[config.mk]
export PLATFORM = sky130hd
export DESIGN_NAME = ps2_key_rx
export DESIGN_NICKNAME = d
export VERILOG_FILES = /design/src/rtl/ps2_key_rx.sv
export SDC_FILE = /design/constraint.sdc
export NUM_CORES = 1
export LEC_CHECK = 0
export ABC_CLOCK_PERIOD_IN_PS = 3250
export CAP_MARGIN = 20
export CORE_ASPECT_RATIO = 1.25
export CORE_UTILIZATION = 50
export CTS_CLUSTER_DIAMETER = 150
export DETAILED_ROUTE_END_ITERATION = 8
export DONT_BUFFER_PORTS = 1
export GPL_TIMING_DRIVEN = 0
export SETUP_SLACK_MARGIN = 0.02
export SLEW_MARGIN = 20
export SYNTH_ARGS = -nofsm -noshare
export SYNTH_HDL_FRONTEND = slang
export SYNTH_SLANG_ARGS = --single-unit
[constraint.sdc]
create_clock -name clk_sys -period 3.25 [get_ports clk_sys]
set_input_delay 0.975 -clock clk_sys [delete_from_list [all_inputs] [get_ports clk_sys]]
set_output_delay 0.975 -clock clk_sys [all_outputs]
set_load 0.02 [all_outputs]
[src/rtl/ps2_key_rx.sv]
// PS/2 keyboard receiver: conditions the raw clock/data lines, deserializes
// device-to-host frames and assembles prefix/multi-byte sequences into one ps2_key event.
module ps2_key_rx #(
    parameter int FILTER  = 8,
    parameter int TIMEOUT = 48000
) (
    input  logic        clk_sys,
    input  logic        RESET_N,
    input  logic        ps2_clk,
    input  logic        ps2_data,
    output logic [64:0] ps2_key,
    output logic        frame_err
);

    localparam int FW = $clog2(FILTER + 1);
    localparam int TW = $clog2(TIMEOUT + 1);

    typedef enum logic [2:0] {
        S_IDLE,
        S_DATA,
        S_PARITY,
        S_STOP,
        S_CHECK
    } state_t;

    logic [1:0]    clk_sync_q, dat_sync_q;
    logic          clk_filt_q, dat_filt_q;
    logic [FW-1:0] clk_cnt_q, dat_cnt_q;
    logic          clk_prev_q, fall_q;

    state_t        state_q;
    logic [2:0]    bit_cnt_q;
    logic [7:0]    shreg_q;
    logic          par_q, stop_q;
    logic [TW-1:0] tmo_q;
    logic [63:0]   hist_q;
    logic [2:0]    e1_cnt_q;
    logic          clr_q;
    logic [64:0]   key_q;
    logic          err_q;

    logic [63:0]   hist_d;
    logic [2:0]    e1_cnt_d;
    logic          done_d;
    logic          frame_ok;

    assign ps2_key   = key_q;
    assign frame_err = err_q;

    // Synchronizers and stability filters; the filtered level only moves after
    // FILTER consecutive cycles of disagreement with the synchronized line.
    always_ff @(posedge clk_sys or negedge RESET_N) begin
        if (!RESET_N) begin
            clk_sync_q <= 2'b11;
            dat_sync_q <= 2'b11;
            clk_filt_q <= 1'b1;
            dat_filt_q <= 1'b1;
            clk_cnt_q  <= '0;
            dat_cnt_q  <= '0;
            clk_prev_q <= 1'b1;
            fall_q     <= 1'b0;
        end else begin
            clk_sync_q <= {clk_sync_q[0], ps2_clk};
            dat_sync_q <= {dat_sync_q[0], ps2_data};

            if (clk_sync_q[1] == clk_filt_q) begin
                clk_cnt_q <= '0;
            end else if (clk_cnt_q == FW'(FILTER - 1)) begin
                clk_filt_q <= clk_sync_q[1];
                clk_cnt_q  <= '0;
            end else begin
                clk_cnt_q <= clk_cnt_q + 1'b1;
            end

            if (dat_sync_q[1] == dat_filt_q) begin
                dat_cnt_q <= '0;
            end else if (dat_cnt_q == FW'(FILTER - 1)) begin
                dat_filt_q <= dat_sync_q[1];
                dat_cnt_q  <= '0;
            end else begin
                dat_cnt_q <= dat_cnt_q + 1'b1;
            end

            clk_prev_q <= clk_filt_q;
            fall_q     <= clk_prev_q & ~clk_filt_q;
        end
    end

    assign hist_d   = {hist_q[55:0], shreg_q};
    assign frame_ok = (^{shreg_q, par_q}) & stop_q;

    // Decide whether the byte just received closes the current key event.
    always_comb begin
        e1_cnt_d = e1_cnt_q;
        done_d   = 1'b0;
        if (e1_cnt_q != 3'd0) begin
            e1_cnt_d = e1_cnt_q - 3'd1;
            done_d   = (e1_cnt_q == 3'd1);
        end else if (shreg_q == 8'hE1) begin
            e1_cnt_d = 3'd7;
        end else if (shreg_q == 8'hE0 || shreg_q == 8'hF0) begin
            done_d = 1'b0;
        end else if (hist_d[15:0] == 16'hE012 || hist_d[23:0] == 24'hE0F07C) begin
            done_d = 1'b0;
        end else begin
            done_d = 1'b1;
        end
    end

    always_ff @(posedge clk_sys or negedge RESET_N) begin
        if (!RESET_N) begin
            state_q   <= S_IDLE;
            bit_cnt_q <= '0;
            shreg_q   <= '0;
            par_q     <= 1'b0;
            stop_q    <= 1'b0;
            tmo_q     <= '0;
            hist_q    <= '0;
            e1_cnt_q  <= '0;
            clr_q     <= 1'b0;
            key_q     <= '0;
            err_q     <= 1'b0;
        end else begin
            err_q <= 1'b0;
            if (clr_q) begin
                hist_q <= '0;
                clr_q  <= 1'b0;
            end

            // An expiring timeout takes priority over a coincident clock edge.
            if (state_q != S_IDLE && state_q != S_CHECK && tmo_q == TW'(TIMEOUT - 1)) begin
                state_q <= S_IDLE;
                tmo_q   <= '0;
                err_q   <= 1'b1;
            end else begin
                case (state_q)
                    S_IDLE: begin
                        tmo_q <= '0;
                        if (fall_q && !dat_filt_q) begin
                            state_q   <= S_DATA;
                            bit_cnt_q <= '0;
                        end
                    end
                    S_DATA: begin
                        if (fall_q) begin
                            tmo_q     <= '0;
                            shreg_q   <= {dat_filt_q, shreg_q[7:1]};
                            bit_cnt_q <= bit_cnt_q + 3'd1;
                            if (bit_cnt_q == 3'd7) state_q <= S_PARITY;
                        end else begin
                            tmo_q <= tmo_q + 1'b1;
                        end
                    end
                    S_PARITY: begin
                        if (fall_q) begin
                            tmo_q   <= '0;
                            par_q   <= dat_filt_q;
                            state_q <= S_STOP;
                        end else begin
                            tmo_q <= tmo_q + 1'b1;
                        end
                    end
                    S_STOP: begin
                        if (fall_q) begin
                            tmo_q   <= '0;
                            stop_q  <= dat_filt_q;
                            state_q <= S_CHECK;
                        end else begin
                            tmo_q <= tmo_q + 1'b1;
                        end
                    end
                    S_CHECK: begin
                        state_q <= S_IDLE;
                        tmo_q   <= '0;
                        if (frame_ok) begin
                            hist_q   <= hist_d;
                            e1_cnt_q <= e1_cnt_d;
                            if (done_d) begin
                                key_q <= {~key_q[64], hist_d};
                                clr_q <= 1'b1;
                            end
                        end else begin
                            err_q <= 1'b1;
                        end
                    end
                    default: state_q <= S_IDLE;
                endcase
            end
        end
    end

endmodule

Word level (Yosys, flattened, before mapping)
Cells that the tools add are included.
{ "totals": {"out_inout_bits": 66, "reg_bits": 182, "elab_cells": 113, "inputBits": 4} }
{ "op_classes": {"n_reduce_logical": 24, "add_sub_neg": 5, "muxes": 34, "bitwise": 7, "eq_ne": 24} }
{ "ops": {"columns": ["cell", "count"], "rows": [
  ["64-bit two-way mux", 4],
  ["16-bit == test (second input constant)", 2],
  ["16-bit two-way mux", 2],
  ["16-bit case mux with 2 select lines", 1],
  ["3-bit two-way mux", 10],
  ["24-bit == test (second input constant)", 1],
  ["8-bit == test (second input constant)", 3],
  ["3-bit inequality test (second input constant)", 6],
  ["16-bit by 1-bit adder with 16-bit output (second input constant)", 1],
  ["4-bit two-way mux", 4],
  ["3-bit case mux with 4 select lines", 1],
  ["4-bit AND reduction", 3],
  ["1-bit two-way mux", 11],
  ["3-bit AND reduction", 3],
  ["3-bit nonzero test", 3],
  ["9-bit XOR reduction", 1],
  ["4-bit by 1-bit adder with 4-bit output (second input constant)", 2],
  ["4-bit by 3-bit == test with 1-bit output (second input constant)", 2],
  ["3-bit by 1-bit == test with 1-bit output (second input constant)", 2],
  ["3-bit by 2-bit == test with 1-bit output (second input constant)", 2],
  ["3-bit == test (second input constant)", 2],
  ["3-bit case mux with 2 select lines", 1],
  ["1-bit NOT", 5],
  ["5-bit AND reduction", 1],
  ["13 further kinds", 21]
]} }

Longest topological paths before layout
Gate-level depths: netlist (run 1).
{ "logic_depth": {"ltp_word": 10, "depth_mapped": 10, "depth_no_buf": 7} }

Worst setup path after synthesis (run 1)
Ideal clock, no wire load.
{ "synth_timing": {"path_type": "flip-flop to flip-flop", "from": "reg shreg_q[4]", "to": "reg key_q[0] (netlist: ps2_key[0])", "stages_incl_launch_ff": 11, "required_time_ns": 3.125, "synth_period_minus_slack_ns": 2.453, "setup_time_ns": 0.125, "path_buffers": 4, "arrival_ns": 2.328, "setup_slack_ns": 0.797, "path_cell_list": "dfrtp_1 > buf_6 > xnor2_1 > xnor3_1 > xnor2_1 > and4_1 > buf_6 > a21boi_4 > buf_6 > buf_12 > mux2_4"} }
{ "synth_via": {"elab_chain_len": 7, "word_cells_on_any_way": 14, "cone_classes": "eq/ne (5); mux (4); bitwise (1); reduce/logical (4)"} }
{ "synth_lines": {"columns": ["element", "line_no", "source"], "rows": [
  ["from (decl)", "33", "logic [7:0] shreg_q;"],
  ["from (signal assigned)", "147", "shreg_q <= {dat_filt_q, shreg_q[7:1]};"],
  ["24-bit == test or 16-bit == test (tied branches)", "103", "end else if (hist_d[15:0] == 16'hE012 || hist_d[23:0] == 24'hE0F07C) begin"],
  ["1-bit logical OR", "103", null],
  ["1-bit two-way mux", "103", null],
  ["1-bit two-way mux", "101", "end else if (shreg_q == 8'hE0 || shreg_q == 8'hF0) begin"],
  ["1-bit two-way mux", "99", "end else if (shreg_q == 8'hE1) begin"],
  ["1-bit two-way mux", "96", "if (e1_cnt_q != 3'd0) begin"],
  ["4-bit AND reduction (no source line) *", null, null],
  ["to (signal assigned)", "179", "key_q <= {~key_q[64], hist_d};"],
  ["to (decl)", "39", "logic [64:0] key_q;"]
]} }
Mark *: on every way between the ends. The rest lies on a longest branch, timed or not.
A chain may end at the register's enable or synchronous reset.

Worst setup path after layout (run 1)
{ "layout_timing": {"from": "reg shreg_q[4]", "to": "reg key_q[10] (netlist: ps2_key[10])"} }
The elaborated chain is that of the path after synthesis.

==> out/metrics.cfg, run 1 <==
[place]
dp.cells = 804
io_buffers = 0
pre_cts_ws_ns = 0.459
place_hpwl_mm = 9.97
placed_area_um2 = 7740
gp_congestion = 0.792

[outcome]
violations = design-rule violations
run_status = finished, violations left

[timing]
grt_setup_unrepaired = false
fin_tns_setup_ns = 0
setup_viol_count_final = 0
fin_worst_skew_ns = 0.00697
hold_viol_final = 0
worst_pin_slew_ns = 0.689
layout_setup_ws_ns = 0.448
slew_viol_final = 0
post-route-period-util = 0.862
slew_headroom = 0.536
max_freq_mhz = 357
fin_crit_ns = 2.80

[power_and_ir_drop]
peakVddDrop_mv = 0.464
power_density_nw_per_um2 = 566
power.leakage_nw = 3.73

[flow_run]
cap_violations = 0

[finish]
design_area_um2 = 8320
n_antenna_cell = 0
n_fill_cell = 1192
area_growth_pct = 10.7
fin_cells = 835
final_cell_mix = 167 x dfrtp_1, 77 x nand2_1, 67 x o21ai_0
seq_area_um2 = 4360
post-route-util = 0.573
multi_input_area_um2 = 2910
nets = 657
final_common_cell = dfrtp_1
drive_gt1_frac = 0.184

[clock_network]
hold_buffers = 0
cts_sinks = 174
cts_tree = done
post_cts_buffers = 0
htreeDepth = 4
cts_buffer_depth = 2
worstSkewPairLatency_ns = 0.43
cts_made_buffers = 17
cts-root-buf = clkbuf_16
clk_pin_slew_ns = 0.06
ctsResizeCount = 0

[drt]
drt_first_pass_iters = 8
wl_mm = 15.1
wl_per_cell_um = 18.1
drc = 7
vias_per_cell = 5.47
drtIter0Drc = 220
routed-via-count = 4566
antenna_left = 0

[critical_path]
r2r_start = shreg_q[4]
path_class = reg2reg
critPathMaxFanout = 10
worstSetupStartpointType = flop
r2r_cells = 10
worstPathRequired_ns = 3.56
ff2ff_setup_slack_ns = 0.45
critPathCaptureType = flop
crit_start = shreg_q[4]
r2r_end = ps2_key[10]
arrival_ns = 3.11

[yosys]
ys_seq_elements = 174
syn_area_um2 = 7520
synth_cell_types = 41
yosysWarningCount = 0
syn_avg_cell_area_um2 = 12.0
syn-num-nets = 638
syn_inst = 626
yosysSeqAreaShare = 0.580
synth_top_cells_by_area = dfrtp_1 56%, mux2_4 7.6%, mux2_2 5.4%
yosysTopAreaCellShare = 0.556
yosysTopAreaCell = dfrtp_1

[hold_path]
hold_class = in2async

[floorplan]
fp.dieH_um = 139
dieArea_um2 = 15500
rows = 49
die_x_um = 112
ios = 70
coreArea_um2 = 14500
start_util = 0.517

[global_route]
grt_pass1_vias = 4788
grt_usage = 0.210
grt_overflow_total = 0
grt_pass1_wl_mm = 25.2
grt_max_degree = 175
antenna_found_initial = 0

## metal layers
layer	wire length, um	vias to the layer above	global-route usage
met3	706	21	0.0503
met2	7390	103	0.345
met1	6690	2285	0.267
li1	-	2157	-
met4	301	0	0.0853
met5	0	-	0
## worst max-delay path: stages (launching register included)
cell and delay [ns]:
dfrtp_1 0.37, buf_6 0.13, xnor2_1 0.18, xnor3_1 0.49, xnor2_1 0.21, and4_1 0.23
buf_6 0.14, a21boi_4 0.21, buf_6 0.22, buf_12 0.18, mux2_4 0.31
## flip-flops by register name (all words and copies together), names as in the netlist, 3 cells and up
signal     cells
ps2_key       65
hist_q        56
tmo_q         16
shreg_q        8
clk_cnt_q      4
dat_cnt_q      4
bit_cnt_q      3
e1_cnt_q       3
state_q        3
## final cells by class
cell class              instances  area share
plain buffers                  33      0.0265
flip-flops and latches        174       0.524
well taps                     178      0.0268
clock buffers                  23      0.0574
clock inverters                 8      0.0128
multi-input cells             413       0.350
inverters                       6     0.00271
## cells in the mapped netlist (all sizes together)
cell type and count:
ha 8, a21o 1, o21ai 67, xnor2 20, nand4b 5, nand4 1
nor2b 5, dfstp 7, inv 6, a31o 1, and4 2, a22o 3
nor3 14, a21boi 1, dfrtp 167, nor4bb 1, nor4 4, mux2 74
nand2 77, clkbuf 23, nor3b 3, mux2i 2, nand3 10, and3 1
nand2b 58, a21oi 6, buf 10, nor2 31, nor4b 3, or3 1
o311ai 1, xnor3 1, nand3b 1, xor2 5, and2 2, nand4bb 1
a22oi 3
## worst max-delay path by stage
stage                       end  cells after the start
floorplan            ps2_key[0]                     10
global placement     ps2_key[0]                     10
detailed placement  ps2_key[10]                     10
CTS                 ps2_key[10]                     10
global route          tmo_q[14]                      8
finish              ps2_key[10]                     10
## report_power, final
part	switching (mW)	internal, mW	total [mW]	leakage, nW
registers	0.0896	2.27	2.36	2.39
clock network	0.820	1.19	2.01	0.280
logic	0.199	0.141	0.340	1.06
total	1.11	3.61	4.71	3.73
## stage by stage
| step | hold slack [ns] | power [mW] |
|---|---|---|
| global placement | 0.346 | 2.72 |
| finish | 0.247 | 4.71 |
| floorplan | 0.345 | 2.65 |
| CTS | 0.229 | 4.77 |
| global route | 0.220 | 4.91 |
| detailed placement | 0.347 | 2.74 |
## cell families (layout without fill, tap and decap cells)
group / after synthesis / in the layout / share of synthesized area
DFF: 174 / 174 / 0.580
adders and majority gates: 8 / 8 / 0.0133
xor gates and xnor gates: 26 / 26 / 0.0321
AOI/OAI and AO/OA: 83 / 83 / 0.0609
muxes: 76 / 76 / 0.133
and+or+nand+nor: 220 / 220 / 0.148
buffers and inverters: 39 / 70 / 0.0323
No activity file was read; power rests on OpenSTA's default activity.
==> inputs of run 2 (changes only) <==
CAP_MARGIN = 0   (was 20)
GPL_ROUTABILITY_DRIVEN = 0   (was unset)
==> results of run 2 <==
Same layout as run 1: the final DEF is identical, and so are final timing and power.
